$ cat config.mk
export PLATFORM = sky130hd
export DESIGN_NAME = split_flat
export DESIGN_NICKNAME = d
export VERILOG_FILES = /design/src/rtl/split_if.sv /design/src/rtl/split.sv /design/src/flat_wrapper.sv
export SDC_FILE = /design/constraint.sdc
export NUM_CORES = 1
export LEC_CHECK = 0
export BUFFER_PORTS_ARGS = -buffer_cell sky130_fd_sc_hd__buf_2
export CAP_MARGIN = 20
export CORE_AREA = 2 2 121 123
export DETAILED_ROUTE_END_ITERATION = 8
export DIE_AREA = 0 0 123 125
export PLACE_DENSITY = 0.4
export SETUP_SLACK_MARGIN = 0.1
export SLEW_MARGIN = 20
export SYNTH_ARGS = -nofsm -noshare
export SYNTH_HDL_FRONTEND = slang
export SYNTH_SLANG_ARGS = --single-unit
$ cat constraint.sdc
create_clock -name clk -period 2 [get_ports clk]
set_input_delay 0.4 -clock clk [delete_from_list [all_inputs] [get_ports clk]]
set_output_delay 0.4 -clock clk [all_outputs]
set_load 0.1 [all_outputs]
$ cat src/rtl/split_if.sv
// Bus bundle for the 1-to-N splitter: one master-side request/response pair plus
// the packed per-slave request/response vectors.
interface split_if #(
  parameter int N_SLAVES = 2,
  parameter int P_SLAVES = 1,
  parameter int ADDR_W   = 32,
  parameter int DATA_W   = 32
);
  localparam int REQ_W  = 1 + ADDR_W + DATA_W + DATA_W / 8;
  localparam int RESP_W = DATA_W + 1;

  logic [REQ_W-1:0]           m_req;   // {valid, addr, wdata, wstrb}
  logic [RESP_W-1:0]          m_resp;  // {rdata, ready}
  logic [N_SLAVES*REQ_W-1:0]  s_req;
  logic [N_SLAVES*RESP_W-1:0] s_resp;

  // Environment side: drives the master request and the slave responses.
  modport master (
    output m_req,
    input  m_resp,
    input  s_req,
    output s_resp
  );

  // Splitter side.
  modport slave (
    input  m_req,
    output m_resp,
    output s_req,
    input  s_resp
  );
endinterface

$ cat src/rtl/split.sv
// Address-decoded 1-to-N splitter: routes one request to the slave picked by the
// top address bits and steers that slave's response back, one request in flight.
module split #(
  parameter int N_SLAVES = 2,
  parameter int P_SLAVES = 1,
  parameter int ADDR_W   = 32,
  parameter int DATA_W   = 32
) (
  input  logic       clk,
  input  logic       rst_n,
  split_if.slave     bus,
  output logic       busy,
  output logic       prot_err,
  output logic [1:0] dbg_state
);
  localparam int REQ_W  = 1 + ADDR_W + DATA_W + DATA_W / 8;
  localparam int RESP_W = DATA_W + 1;
  localparam logic [P_SLAVES:0] N_SEL = (P_SLAVES + 1)'(N_SLAVES);

  typedef enum logic [1:0] {
    IDLE = 2'd0,
    BUSY = 2'd1,
    ERR  = 2'd2
  } state_t;

  state_t                    state, state_nxt;
  logic [P_SLAVES-1:0]       sel, sel_reg, sel_nxt;
  logic                      valid, in_range, err_set;
  logic [RESP_W-1:0]         resp_arr [N_SLAVES];
  logic [RESP_W-1:0]         resp_sel, resp_held, m_resp_c;
  logic [N_SLAVES*REQ_W-1:0] s_req_c;

  // Handshake: a request is a one-cycle valid pulse; a response is any cycle whose
  // ready bit is 1, and rdata is zero whenever ready is 0.
  assign valid    = bus.m_req[REQ_W-1];
  assign sel      = bus.m_req[REQ_W-2 -: P_SLAVES];
  assign in_range = {1'b0, sel} < N_SEL;

  for (genvar i = 0; i < N_SLAVES; i++) begin : g_resp
    assign resp_arr[i] = bus.s_resp[i*RESP_W +: RESP_W];
  end

  // resp_sel serves the zero-latency path, resp_held the registered BUSY path.
  always_comb begin
    resp_sel  = '0;
    resp_held = '0;
    for (int i = 0; i < N_SLAVES; i++) begin
      if (sel == P_SLAVES'(i))     resp_sel  = resp_arr[i];
      if (sel_reg == P_SLAVES'(i)) resp_held = resp_arr[i];
    end
  end

  always_comb begin
    state_nxt = state;
    sel_nxt   = sel_reg;
    s_req_c   = '0;
    m_resp_c  = '0;
    err_set   = 1'b0;
    case (state)
      IDLE: begin
        if (valid) begin
          if (in_range) begin
            for (int i = 0; i < N_SLAVES; i++) begin
              if (sel == P_SLAVES'(i)) s_req_c[i*REQ_W +: REQ_W] = bus.m_req;
            end
            if (resp_sel[0]) begin
              m_resp_c = resp_sel;
            end else begin
              state_nxt = BUSY;
              sel_nxt   = sel;
            end
          end else begin
            state_nxt = ERR;
          end
        end
      end
      BUSY: begin
        // Any valid here is dropped; only the latched slave can complete.
        err_set = valid;
        if (resp_held[0]) begin
          m_resp_c  = resp_held;
          state_nxt = IDLE;
        end
      end
      ERR: begin
        err_set   = valid;
        m_resp_c  = {{DATA_W{1'b0}}, 1'b1};
        state_nxt = IDLE;
      end
      default: state_nxt = IDLE;
    endcase
  end

  always_ff @(posedge clk or negedge rst_n) begin
    if (!rst_n) begin
      state    <= IDLE;
      sel_reg  <= '0;
      prot_err <= 1'b0;
    end else begin
      state   <= state_nxt;
      sel_reg <= sel_nxt;
      if (err_set) prot_err <= 1'b1;
    end
  end

  assign bus.s_req  = s_req_c;
  assign bus.m_resp = m_resp_c;
  assign busy       = (state != IDLE);
  assign dbg_state  = state;
endmodule

$ cat src/flat_wrapper.sv
// flat-port wrapper written by rule: the top's interface ports become plain ports
module split_flat 
#(
  parameter int N_SLAVES = 2,
  parameter int P_SLAVES = 1,
  parameter int ADDR_W   = 32,
  parameter int DATA_W   = 32
)
  (clk, rst_n, busy, prot_err, dbg_state, bus_m_req, bus_m_resp, bus_s_req, bus_s_resp);
  split_if #(.N_SLAVES(N_SLAVES), .P_SLAVES(P_SLAVES), .ADDR_W(ADDR_W), .DATA_W(DATA_W)) bus_i ();
  input  logic clk;
  input  logic rst_n;
  output logic busy;
  output logic prot_err;
  output logic [1:0] dbg_state;
  input wire logic [$bits(bus_i.m_req)-1:0] bus_m_req;
  output wire logic [$bits(bus_i.m_resp)-1:0] bus_m_resp;
  output wire logic [$bits(bus_i.s_req)-1:0] bus_s_req;
  input wire logic [$bits(bus_i.s_resp)-1:0] bus_s_resp;
  assign bus_i.m_req = bus_m_req;
  assign bus_m_resp = bus_i.m_resp;
  assign bus_s_req = bus_i.s_req;
  assign bus_i.s_resp = bus_s_resp;
  split #(.N_SLAVES(N_SLAVES), .P_SLAVES(P_SLAVES), .ADDR_W(ADDR_W), .DATA_W(DATA_W)) u_core (.clk(clk), .rst_n(rst_n), .bus(bus_i), .busy(busy), .prot_err(prot_err), .dbg_state(dbg_state));
endmodule
==> results of run 1 <==
## cells by family after synthesis
group / Yosys count
buffers and inverters: 33
DFF: 3
other: 1
muxes: 2
and+or+nand+nor: 141
AOI/OAI and AO/OA: 40
## how the worst max path moves through the flow
stage,slack [ns],endpoint
2_1_floorplan,-0.03,bus_s_req[58]
3_3_place_gp,0.03,bus_s_req[5]
3_5_place_dp,-0.008,bus_s_req[4]
4_1_cts,-0.21,bus_m_resp[32]
5_1_grt,-0.23,bus_m_resp[13]
6_report,-0.18,bus_s_req[120]
## critical path, stage by stage (launching register included)
cell,delay (ns)
dfrtp_4,0.50
buf_4,0.15
nor2b_4,0.17
buf_8,0.17
buf_12,0.11
buf_16,0.10
and3_4,0.19
buf_12,0.17
## power by group through the flow
| stage | sequential, mW | combinational [mW] | clock [mW] |
|---|---|---|---|
| finish | 0.0834 | 4.30 | 0.322 |
| global route | 0.0848 | 4.42 | 0.335 |
| CTS | 0.0826 | 4.23 | 0.328 |
| detailed placement | 0.0922 | 3.89 | 0 |
| global placement | 0.0914 | 3.87 | 0 |
| floorplan | 0.118 | 2.50 | 0 |
## cell usage in the layout, fill, tap and decap left out
cell           synthesis  layout
buf_8                  0       3
and3_4                 0      67
buf_2                  3     139
mux2i_1                2       1
o21bai_1               1       1
o21a_4                 1       1
a21o_2                 1       1
nor2b_2                1       1
o22ai_4                0       1
nand3_2                0       1
buf_16                 0      10
buf_12                 0     183
mux2i_2                0       1
dlygate4sd3_1          0       1
buf_4                  7      11
a22o_4                 0      32
nand2_1                1       1
a22o_2                 3       1
buf_6                  6       3
dfrtp_1                3       2
and2_4                 0      68
clkbuf_16              0      10
nor2b_4                1       1
a21bo_2                1       1
o21ai_0                1       1
conb_1                 1       2
inv_1                  1       1
nand2b_4               1       1
o21ai_4                1       1
nor3b_4                1       1
clkbuf_1              15       1
dfrtp_4                0       1
## cell usage after synthesis
cell type and number:
and2_1 68, and3_1 67, a22o_1 30, clkbuf_1 15, buf_4 7, buf_6 6
a22o_2 3, buf_2 3, dfrtp_1 3, mux2i_1 2, a21bo_2 1, a21o_2 1
clkbuf_2 1, conb_1 1, inv_1 1, nand2_1 1, nand2b_4 1, nand3_1 1
nor2b_2 1, nor2b_4 1, nor3b_4 1, o21a_4 1, o21ai_0 1, o21ai_4 1
o21bai_1 1, o22ai_1 1
## per-layer routing
layer  track usage  up-vias
li1              -     1449
met4        0.0247        0
met3        0.0506       10
met1         0.171     1422
met2         0.334      190
met5             0        -
## area by class of cell
type / instances / area [µm²]
inverters: 1 / 3.75
flip-flops and latches: 3 / 78.8
repair buffers: 357 / 4980
clock buffers: 4 / 78.8
well taps: 184 / 230
fillers: 1203 / 6730
multi-input cells: 185 / 2100
## what timing repair did
action | 4_1_cts | 5_1_grt
cloned | 12 | 7
setup buffers | 14 | 3
pin swaps | 7 | 41
endpoints found under the setup margin | 168 | 170
hold buffers | 1 | 0
endpoints found under the hold margin | 3 | 0
gates resized for setup | 37 | 7
==> flow_summary.yaml, run 1 <==
yosys:
  synth_compound_area_frac: 0.230
  synthCells: 220
  seq_area_frac_synth: 0.0478
  yosys-top-cells-area: "and2_1 27%, and3_1 27%, a22o_1 17%"
  synth-simple-area-share: 0.579
  yosysWarnings: 0
  ys_ff_latch: 3
  yosysTopAreaCellShare: 0.271
  synth-xor-area-share: 0
  yosys.area.top_type: "and2_1"
  synth_area_per_cell_um2: 7.13
  synth_cell_types: 26
  synth_top_family_by_area: "simple AND/OR/NAND/NOR gates"
  synth_mux_area_frac: 0.0128
  synthAdderAreaFrac: 0
  syn_area_um2: 1570
worst_setup_path:
  r2r-end: "u_core.dbg_state[0]"
  rrSetupSlack_ns: 0.53
  critPathArrivalTime_ns: 1.78
  crit_type: "flip-flop to output port"
  start_kind: "flip-flop"
  end_kind: "output port"
  reg2reg_from: "u_core.dbg_state[0]"
  worstPathRequired_ns: 1.60
  critPathMaxFanout: 5
  setup.worst_path.start: "u_core.dbg_state[0]"
  rr_worst_depth: 6
floorplanning:
  core_um2: 14200
  die_y_um: 125
  start_util: 0.110
  fp.dieW_um: 123
  rows: 44
  top_level_ports: 312
  die_area_um2: 15400
timing:
  fin_skew_ns: 0.000870
  fin_ws_ns: -0.177
  report.final.slew_viol_count: 0
  holdWs_ns: 0.457
  finalCritPeriodShare: 1.09
  setup_violations: 169
  finalHoldViolCount: 0
  max_freq_ghz: 0.459
  tns_ns: -20.82
  period_needed_ns: 2.18
  rsz0062_at_grt: "true"
worst_hold_path:
  holdPathEnd: "u_core.prot_err"
  hold_depth: 1
  worstHoldStart: "u_core.prot_err"
  worstHoldPathType: "flip-flop to flip-flop"
route:
  top_layer: "met4"
  dr.pass1.iters: 3
  wl_um: 14200
  drt-initial-drc-count: 64
  ant_nets: 0
  via_count: 3071
  wl_met2_um: 7830
  drt-met1-wl_um: 4730
  via_per_inst: 4.18
  dr_wl_met3_um: 1480
  wl_per_cell_um: 19.3
  drc: 0
grt:
  grt_pass1_vias: 3286
  grt_pass1_wl_um: 19800
  grt_max_degree: 49
  overflow: 0
  antenna_found_initial: 0
  track_usage: 0.168
power:
  power.share.combinational: 0.914
  p_sw_frac: 0.561
  leakage_nw: 3.40
  p_per_area_nw_per_um2: 629
  switching_power_mw: 2.64
  p_seq_frac: 0.018
  clock_power_share: 0.068
  p_int_mw: 2.06
  ir_drop_mv: 0.499
  power_mw: 4.70
status:
  failed_checks: "setup timing"
  status: "finished with violations"
cells_and_area:
  antennaDiodeCount: 0
  final_util: 0.526
  fin_area_um2: 7480
  final_nets: 688
  fin_cells: 734
  drive_gt1_frac: 0.980
  synthToLayoutAreaGrowth_pct: 376
cts:
  clkLatencyLatePin_ns: 0.23
  cts_made_buffers: 3
  clock_sinks: 3
  cts_tree: "built"
  clk_pin_slew_ns: 0.03
  clockRootBuffer: "clkbuf_16"
  cts_buffer_depth: 2
  cts.htree.levels: 1
placed_design:
  place.port_buffers: 309
  dp_cells: 695
  hpwlAfterDp_um: 10300
  place_ws_ns: -0.00828
  gp_congestion: 0.776
  place_area_um2: 6630
flow_run:
  drv_cap: 0
(Power assumes the default switching activity.)
==> run 2: changes to the inputs <==
- SKIP_CTS_REPAIR_TIMING: default -> 1
==> flow_summary.yaml, run 2 (synthesis results as in run 1) <==
power:
  clock_power_share: 0.072
  ir_drop_mv: 0.499
  leakage_nw: 3.22
  p_per_area_nw_per_um2: 638
  switching_power_mw: 2.59
  p_int_mw: 1.92
  p_sw_frac: 0.574
  power.share.combinational: 0.908
  p_seq_frac: 0.019
floorplanning:
  fp.dieW_um: 123
  start_util: 0.110
  die_area_um2: 15400
  die_y_um: 125
  top_level_ports: 312
  core_um2: 14200
  rows: 44
worst_setup_path:
  crit_type: "flip-flop to output port"
  critPathArrivalTime_ns: 1.73
  critPathMaxFanout: 18
  worstPathRequired_ns: 1.60
  crit_chain: "nor3b_4 -> buf_4 -> o21a_4 -> buf_12 -> a22o_4 -> buf_12"
  end_kind: "output port"
  cpMostUsedCell: "buf_12"
  rr_worst_depth: 5
  r2r-end: "u_core.dbg_state[0]"
  reg2reg_from: "u_core.dbg_state[0]"
  start_kind: "flip-flop"
  path_delay_family: "flip-flops"
  max_stage_delay_ns: 0.51
  critPathSlowestCell: "dfrtp_4"
  rrSetupSlack_ns: 0.69
  worstPathBufferInverterCount: 3
route:
  drt-met1-wl_um: 4360
  drc: 0
  wl_per_cell_um: 18.1
  top_layer: "met4"
  wl_met2_um: 6970
  wl_um: 13000
  dr.pass1.iters: 2
  ant_nets: 0
  drt-initial-drc-count: 51
  via_per_inst: 4.13
  dr_wl_met3_um: 1460
  via_count: 2968
worst_hold_path:
  holdPathEnd: "u_core.prot_err"
  worstHoldPathType: "flip-flop to flip-flop"
  hold_depth: 1
  worstHoldStart: "u_core.prot_err"
status:
  status: "finished with violations"
  failed_checks: "setup timing"
cts:
  clock_sinks: 3
  cts_buffer_depth: 2
  cts_tree: "built"
  clockRootBuffer: "clkbuf_16"
  clkLatencyLatePin_ns: 0.23
  cts.htree.levels: 1
  clk_pin_slew_ns: 0.03
  cts_made_buffers: 3
cells_and_area:
  drive_gt1_frac: 0.978
  fillers: 1233
  final_util: 0.497
  fin_cells: 718
  final_cell_mix: "180 x buf_12, 139 x buf_2, 64 x and3_4, 64 x and2_4, 32 x a22o_4"
  mostFrequentLayoutCell: "buf_12"
  antennaDiodeCount: 0
  final_nets: 672
  synthToLayoutAreaGrowth_pct: 350
placed_design:
  gp_congestion: 0.776
  dp_cells: 695
  hpwlAfterDp_um: 10300
  place.port_buffers: 309
grt:
  grt_max_degree: 64
  overflow: 0
  grt_pass1_wl_um: 17400
  antenna_found_initial: 0
  grt_pass1_vias: 3043
  track_usage: 0.144
timing:
  finalCritPeriodShare: 1.07
  fin_skew_ns: 0.000595
  setup_violations: 124
  fin_ws_ns: -0.135
  holdWs_ns: 0.484
  max_freq_ghz: 0.468
  rsz0062_at_grt: "true"
  report.final.slew_viol_count: 0
  period_needed_ns: 2.13
  finalHoldViolCount: 0
flow_run:
  drv_cap: 0
## run 2: area by class of cell
class / instances / area (µm²) / share of cell area
sequential: 3 / 78.8 / 0.0112
multi-input combinational: 185 / 2080 / 0.295
tap: 184 / 230 / 0.0326
timing repair buffer: 341 / 4590 / 0.650
inverter: 1 / 3.75 / 0.000531
clock buffer: 4 / 78.8 / 0.0112
## run 2: stage by stage
step | setup TNS (ns) | setup WS, ns | cell area, µm² | total power, mW
floorplan | -1.42 | -0.0339 | 2390 | 2.62
global placement | 0 | 0.0310 | 6630 | 3.97
detailed placement | -0.0183 | -0.00828 | 6630 | 3.98
CTS | -20.62 | -0.216 | 6700 | 4.31
global route | -17.23 | -0.192 | 7070 | 4.63
finish | -9.85 | -0.135 | 7070 | 4.51
## run 2: worst max-delay path by stage
| stage | start | endpoint | cells past startpoint |
|---|---|---|---|
| 2_1_floorplan | u_core.dbg_state[0] | bus_s_req[58] | 3 |
| 3_3_place_gp | bus_m_req[67] | bus_s_req[5] | 5 |
| 3_5_place_dp | bus_m_req[67] | bus_s_req[4] | 5 |
| 4_1_cts | u_core.dbg_state[0] | bus_s_req[4] | 4 |
| 5_1_grt | u_core.dbg_state[0] | bus_m_resp[24] | 6 |
| 6_report | u_core.dbg_state[0] | bus_m_resp[9] | 6 |
## run 2: per-layer routing
metal / up-vias / GRT usage
met5: - / 0
met4: 0 / 0.0167
met3: 10 / 0.0506
met2: 191 / 0.283
met1: 1356 / 0.146
li1: 1411 / -
## run 2: power by group through the flow
stage | Clock, mW | Sequential [mW] | Combinational [mW]
2_1_floorplan | 0 | 0.118 | 2.50
3_3_place_gp | 0 | 0.0914 | 3.87
3_5_place_dp | 0 | 0.0922 | 3.89
4_1_cts | 0.328 | 0.0915 | 3.90
5_1_grt | 0.335 | 0.0871 | 4.21
6_report | 0.327 | 0.0859 | 4.09
